**src/rtl/uart_tx_host_ctrl.sv**
```systemverilog
// uart_tx_host_ctrl: host-side controller for a UART TX register interface.
// Runs the divisor/line/modem init sequence on start, then shares the THR
// between two byte requesters with round-robin arbitration and credit-based
// flow control against the UART TX FIFO depth.
// Optional feature macro: UART_HOST_CFG_READBACK_EN (reads LCR/MCR back after
// init and flags any mismatch on cfg_err).
module uart_tx_host_ctrl #(
  parameter logic [15:0] DIVISOR    = 16'h0146,
  parameter logic [7:0]  LCR_CFG    = 8'h0F,
  parameter logic [7:0]  MCR_CFG    = 8'h02,
  parameter int unsigned FIFO_DEPTH = 16
) (
  input  logic       clk,
  input  logic       rst,
  input  logic       start,
  output logic       cfg_busy,
  output logic       cfg_done,
  output logic       cfg_err,
  input  logic       req0_valid,
  input  logic [7:0] req0_data,
  output logic       req0_ready,
  input  logic       req1_valid,
  input  logic [7:0] req1_data,
  output logic       req1_ready,
  output logic       uart_wr_en,
  output logic       uart_rd_en,
  output logic [2:0] uart_address,
  output logic [7:0] uart_data_in,
  input  logic [7:0] uart_data_o,
  input  logic       uart_tx_done,
  output logic [4:0] inflight
);

  localparam logic [4:0] DEPTH    = 5'(FIFO_DEPTH);
  localparam logic [7:0] LCR_VAL  = {1'b0, LCR_CFG[6:0]};
  localparam logic [7:0] DLAB_VAL = 8'h80;
  localparam logic [2:0] ADDR_THR = 3'd0;
  localparam logic [2:0] ADDR_DLL = 3'd0;
  localparam logic [2:0] ADDR_DLH = 3'd1;
  localparam logic [2:0] ADDR_LCR = 3'd3;
  localparam logic [2:0] ADDR_MCR = 3'd4;

  typedef enum logic [3:0] {
    IDLE,
    DRAIN,
    W_LCRD,
    W_DLL,
    W_DLH,
    W_LCR,
    W_MCR,
    RUN
`ifdef UART_HOST_CFG_READBACK_EN
    ,
    RB_LCR,
    RB_LCR_CHK,
    RB_MCR,
    RB_MCR_CHK
`endif
  } state_t;

  state_t     state_q, state_d;
  logic       last_grant_q, last_grant_d;
  logic [4:0] inflight_q, inflight_d;
  logic       cfg_done_q, cfg_done_d;
  logic       tx_done_q, tx_done_d;
  logic       uart_wr_en_q, uart_wr_en_d;
  logic [2:0] uart_address_q, uart_address_d;
  logic [7:0] uart_data_in_q, uart_data_in_d;

  logic       credit_ok;
  logic       grant_vld;
  logic       grant;
  logic       handshake;
  logic [7:0] hs_data;
  logic       done_edge;

`ifdef UART_HOST_CFG_READBACK_EN
  logic       cfg_err_q, cfg_err_d;
  logic       uart_rd_en_q, uart_rd_en_d;
`else
  logic       unused_rd_data;
  assign unused_rd_data = ^uart_data_o;
`endif

  // Round-robin grant among valid requesters, gated by RUN and FIFO credit
  always_comb begin
    credit_ok = (inflight_q < DEPTH);
    grant_vld = 1'b0;
    grant     = 1'b0;
    if (req0_valid && req1_valid) begin
      grant_vld = 1'b1;
      grant     = ~last_grant_q;
    end else if (req0_valid) begin
      grant_vld = 1'b1;
      grant     = 1'b0;
    end else if (req1_valid) begin
      grant_vld = 1'b1;
      grant     = 1'b1;
    end
    handshake  = (state_q == RUN) && credit_ok && grant_vld;
    req0_ready = handshake && !grant;
    req1_ready = handshake && grant;
    hs_data    = grant ? req1_data : req0_data;
  end

  // Credit counter: +1 per accepted byte, -1 per tx_done rising edge, floor 0
  always_comb begin
    tx_done_d    = uart_tx_done;
    done_edge    = uart_tx_done && !tx_done_q;
    inflight_d   = inflight_q;
    last_grant_d = handshake ? grant : last_grant_q;
    if (handshake && !done_edge) begin
      inflight_d = inflight_q + 5'd1;
    end else if (!handshake && done_edge && (inflight_q != 5'd0)) begin
      inflight_d = inflight_q - 5'd1;
    end
  end

  // Next-state logic for the init sequencer and config status flags
  always_comb begin
    state_d    = state_q;
    cfg_done_d = cfg_done_q;
`ifdef UART_HOST_CFG_READBACK_EN
    cfg_err_d  = cfg_err_q;
`endif
    case (state_q)
      IDLE, RUN: begin
        if (start) begin
          state_d    = DRAIN;
          cfg_done_d = 1'b0;
`ifdef UART_HOST_CFG_READBACK_EN
          cfg_err_d  = 1'b0;
`endif
        end
      end
      DRAIN: begin
        if (inflight_q == 5'd0) begin
          state_d = W_LCRD;
        end
      end
      W_LCRD: state_d = W_DLL;
      W_DLL:  state_d = W_DLH;
      W_DLH:  state_d = W_LCR;
      W_LCR:  state_d = W_MCR;
`ifdef UART_HOST_CFG_READBACK_EN
      W_MCR:  state_d = RB_LCR;
      RB_LCR: state_d = RB_LCR_CHK;
      RB_LCR_CHK: begin
        if (uart_data_o != LCR_VAL) begin
          cfg_err_d = 1'b1;
        end
        state_d = RB_MCR;
      end
      RB_MCR: state_d = RB_MCR_CHK;
      RB_MCR_CHK: begin
        if (uart_data_o != MCR_CFG) begin
          cfg_err_d = 1'b1;
        end
        state_d    = RUN;
        cfg_done_d = 1'b1;
      end
`else
      W_MCR: begin
        state_d    = RUN;
        cfg_done_d = 1'b1;
      end
`endif
      default: state_d = IDLE;
    endcase
  end

  // Register-interface strobes decoded from the upcoming state so each write
  // or read is presented during the cycle its state is current
  always_comb begin
    uart_wr_en_d   = 1'b0;
    uart_address_d = 3'd0;
    uart_data_in_d = 8'd0;
`ifdef UART_HOST_CFG_READBACK_EN
    uart_rd_en_d   = 1'b0;
`endif
    case (state_d)
      W_LCRD: begin
        uart_wr_en_d   = 1'b1;
        uart_address_d = ADDR_LCR;
        uart_data_in_d = DLAB_VAL;
      end
      W_DLL: begin
        uart_wr_en_d   = 1'b1;
        uart_address_d = ADDR_DLL;
        uart_data_in_d = DIVISOR[7:0];
      end
      W_DLH: begin
        uart_wr_en_d   = 1'b1;
        uart_address_d = ADDR_DLH;
        uart_data_in_d = DIVISOR[15:8];
      end
      W_LCR: begin
        uart_wr_en_d   = 1'b1;
        uart_address_d = ADDR_LCR;
        uart_data_in_d = LCR_VAL;
      end
      W_MCR: begin
        uart_wr_en_d   = 1'b1;
        uart_address_d = ADDR_MCR;
        uart_data_in_d = MCR_CFG;
      end
`ifdef UART_HOST_CFG_READBACK_EN
      RB_LCR: begin
        uart_rd_en_d   = 1'b1;
        uart_address_d = ADDR_LCR;
      end
      RB_MCR: begin
        uart_rd_en_d   = 1'b1;
        uart_address_d = ADDR_MCR;
      end
`endif
      default: ;
    endcase
    if (handshake) begin
      uart_wr_en_d   = 1'b1;
      uart_address_d = ADDR_THR;
      uart_data_in_d = hs_data;
    end
  end

  // State and output registers with synchronous active-low reset
  always_ff @(posedge clk) begin
    if (!rst) begin
      state_q        <= IDLE;
      last_grant_q   <= 1'b1;
      inflight_q     <= 5'd0;
      cfg_done_q     <= 1'b0;
      tx_done_q      <= 1'b0;
      uart_wr_en_q   <= 1'b0;
      uart_address_q <= 3'd0;
      uart_data_in_q <= 8'd0;
`ifdef UART_HOST_CFG_READBACK_EN
      cfg_err_q      <= 1'b0;
      uart_rd_en_q   <= 1'b0;
`endif
    end else begin
      state_q        <= state_d;
      last_grant_q   <= last_grant_d;
      inflight_q     <= inflight_d;
      cfg_done_q     <= cfg_done_d;
      tx_done_q      <= tx_done_d;
      uart_wr_en_q   <= uart_wr_en_d;
      uart_address_q <= uart_address_d;
      uart_data_in_q <= uart_data_in_d;
`ifdef UART_HOST_CFG_READBACK_EN
      cfg_err_q      <= cfg_err_d;
      uart_rd_en_q   <= uart_rd_en_d;
`endif
    end
  end

  assign cfg_busy     = (state_q != IDLE) && (state_q != RUN);
  assign cfg_done     = cfg_done_q;
  assign uart_wr_en   = uart_wr_en_q;
  assign uart_address = uart_address_q;
  assign uart_data_in = uart_data_in_q;
  assign inflight     = inflight_q;
`ifdef UART_HOST_CFG_READBACK_EN
  assign cfg_err      = cfg_err_q;
  assign uart_rd_en   = uart_rd_en_q;
`else
  assign cfg_err      = 1'b0;
  assign uart_rd_en   = 1'b0;
`endif

endmodule

```
**config.mk**
```make
export PLATFORM = sky130hd
export DESIGN_NAME = uart_tx_host_ctrl
export DESIGN_NICKNAME = d
export VERILOG_FILES = /design/src/rtl/uart_tx_host_ctrl.sv
export SDC_FILE = /design/constraint.sdc
export NUM_CORES = 1
export LEC_CHECK = 0
export ABC_CLOCK_PERIOD_IN_PS = 2750
export BUFFER_PORTS_ARGS = -buffer_cell sky130_fd_sc_hd__buf_2
export CORE_UTILIZATION = 46
export DETAILED_ROUTE_END_ITERATION = 10
export GPL_TIMING_DRIVEN = 1
export PLACE_DENSITY = 0.77
export SYNTH_ARGS = -nofsm -noshare
export SYNTH_HDL_FRONTEND = slang
export SYNTH_SLANG_ARGS = --single-unit
```
**constraint.sdc**
```tcl
create_clock -name clk -period 2.75 [get_ports clk]
set_clock_uncertainty 0.1 [all_clocks]
set_input_delay 0.4125 -clock clk [delete_from_list [all_inputs] [get_ports clk]]
set_output_delay 0.4125 -clock clk [all_outputs]
set_load 0.01 [all_outputs]
```
==> run metrics <==
area taken by multi-input logic gates=676.9 sq um; # rows=18; CTS tree=built; Hold Startpoint=uart_tx_done; Pins Over Slew Limit=0; Netlist cell types=45; Syn Area/Cell=9.104 sq um; CTS Sinks=24; Worst Tran Pin Value=698.6 ps; Synth area leaders=dfxtp_1 (39%), mux2i_1 (4.9%), a22oi_1 (3.7%), buf_4 (3.1%), ha_1 (3.1%); P_leak=0.7099 nW; Peak VDD IR=403.3 uV; Startpoint Class=flip-flop; chip height=53.50 um; Reg-to-Reg Start=state_q[3]$_SDFF_PN0_; CTS root buffer=clkbuf_4; Post-synth top flop=dfxtp_1; post-CTS resize count=0; crit-path max cell delay=420 ps; FMAX=0.3965 GHz; Inserted Clock Buffers=3; PwrDens=612.1 mW/mm^2; Post-Synthesis Cells=134; Routed WL=2577 um; 1st-pass router iterations=4; Initial Util=48.80%; port buffer count=42; DIE AREA=0.002862 sq mm; Final Cycle Share=91.72%; worst-case clock buffer depth=2; number of synthesized flops with an enable pin=0; vias in the first global route=1058; RD Place Congestion=0.8593; critical path type=flip-flop to flip-flop; DR iter-0 viols=26; total track usage=20.07%; io pins=53; DRC=0; origin of the worst setup path=state_q[3]$_SDFF_PN0_; final setup fails=0; worst path required time=2870 ps; most common cell after layout, fill and taps aside=buf_2; largest area contributor in the netlist=dfxtp_1; Slew Limit Headroom=53.01%; GR Overflow Total=0; final worst slack=227.6 ps; Seq cells post-synth=24; max cap viols=0; nets=212; initial antenna violation count=0; DR vias/cell=5.406; Core ar.=0.002500 sq mm; Synth Cell Area=0.001220 sq mm; Final Hold Viols=0; commonest non-fill, non-tap cells in the layout=buf_2 (42), dfxtp_1 (24), nand2_1 (10); worst path cell trace=nor2_1, o211ai_1, or2_2, fa_1, a21o_1, a21oi_1, a21boi_0, o31a_1; unrepaired setup endpoints after global routing=false; Worst EP arrival=2650 ps; Setup WS pre-CTS=255.5 ps; post-CTS setup buffer count=0; Async SR Flop Fraction=0%; register area=480.5 sq um; H-tree Lvls=1; Area Overhead vs Synth=21.85%; Clk pin slew, worst setup/hold paths=130 ps; Worst path slowest cell=fa_1; clk_lat worst skew=310 ps; fill count=217; # diodes=0; status=finished clean; sequential area share after synthesis=39.38%; via count=1119; synth warn=0; final setup TNS=0 ps; Routed WL per cell=12.45 um; Final min period=2522 ps; Post-CTS Hold Buffers=0; largest net degree at the start of global routing=18; die width=53.50 um; Max FO, Critical Path=9; HPWL after DPL=1976 um; Antenna Violating Nets Remaining=0; Crit. End Element=flip-flop; HP Class=primary input to flip-flop; first-pass GRT wire length=4209 um; Synth top area share=39.38%; layout cells sized above 1=34.46%
## critical path: cells and delay by family (launching register included)
kind | cells | cell delay [ps]
AOI/OAI and AO/OA | 5 | 950
adders and majority gates | 1 | 420
DFF | 1 | 410
and+or+nand+nor | 2 | 550
## synth_stat cells, types with 2 or more instances
cell type,count
a21oi_1,6
nand2_1,10
o21ai_0,4
nor3_1,6
o21a_1,2
buf_4,5
clkbuf_1,2
nand2b_1,6
mux2i_1,6
and2_1,2
nand3_1,3
o22ai_1,5
dfxtp_1,24
ha_1,3
a211oi_1,2
and3_1,4
a21boi_0,2
a22oi_1,6
nor2_1,6
buf_2,2
inv_1,4
## flip-flops by register name (all words and copies together), names as in the netlist
| register | cells |
|---|---|
| uart_address | 3 |
| tx_done_q | 1 |
| last_grant_q | 1 |
| inflight | 5 |
| uart_wr_en | 1 |
| cfg_done | 1 |
| state_q | 4 |
| uart_data_in | 8 |
## through the flow
step	cell area [sq um]	util (%)	std cells	power (mW)	hold WS [ps]
global route	1486	59.46	207	0.9778	200.9
floorplan	1227	-	136	0.6521	381.2
global placement	1450	58.01	203	0.7217	388.2
finish	1486	59.46	207	0.9099	199.6
detailed placement	1450	58.01	203	0.7341	403.7
CTS	1486	59.46	207	0.9154	204.0
## layer usage
layer,track usage [%],up-vias,share of wire (%)
li1,-,564,-
met1,22.55,514,45
met2,36.04,35,49
met3,3.448,6,4.7
met4,9.211,0,1.5
met5,0,-,0
## cell families (layout without fill, tap and decap cells)
group | after synthesis | count (layout) | share of synthesized area, %
buf+inv | 13 | 54 | 5.744
compound gates | 39 | 39 | 23.28
fa+ha+maj | 4 | 4 | 4.718
mux | 7 | 7 | 6.154
flops | 24 | 24 | 39.38
other cells | 1 | 3 | 0.3074
xor+xnor | 1 | 1 | 0.7181
simple gates | 45 | 45 | 19.69
## final timing paths
path / endpoint / slack [ps] / depth (start not counted)
worst min-delay path: tx_done_q$_SDFF_PN0_ / 200 / 2
worst min register to register: inflight[3]$_SDFFE_PN0P_ / 420 / 2
worst max register to register: inflight[4]$_SDFFE_PN0P_ / 230 / 8
worst max-delay path: inflight[4]$_SDFFE_PN0P_ / 230 / 8
## power breakdown
part / internal (mW) / leakage, nW / switching (mW)
Clock: 0.0809 / 0.0210 / 0.105
Sequential: 0.376 / 0.195 / 0.0334
Combinational: 0.157 / 0.494 / 0.158
Total: 0.614 / 0.710 / 0.296
## cell type report
| cell class | count | area share, % |
|---|---|---|
| well taps | 30 | 2.525 |
| repair buffers | 46 | 16.16 |
| multi-input cells | 99 | 45.54 |
| flip-flops and latches | 24 | 32.32 |
| clock buffers | 4 | 2.441 |
| inverters | 4 | 1.010 |
Note: power is estimated with default switching activity, not from simulation.
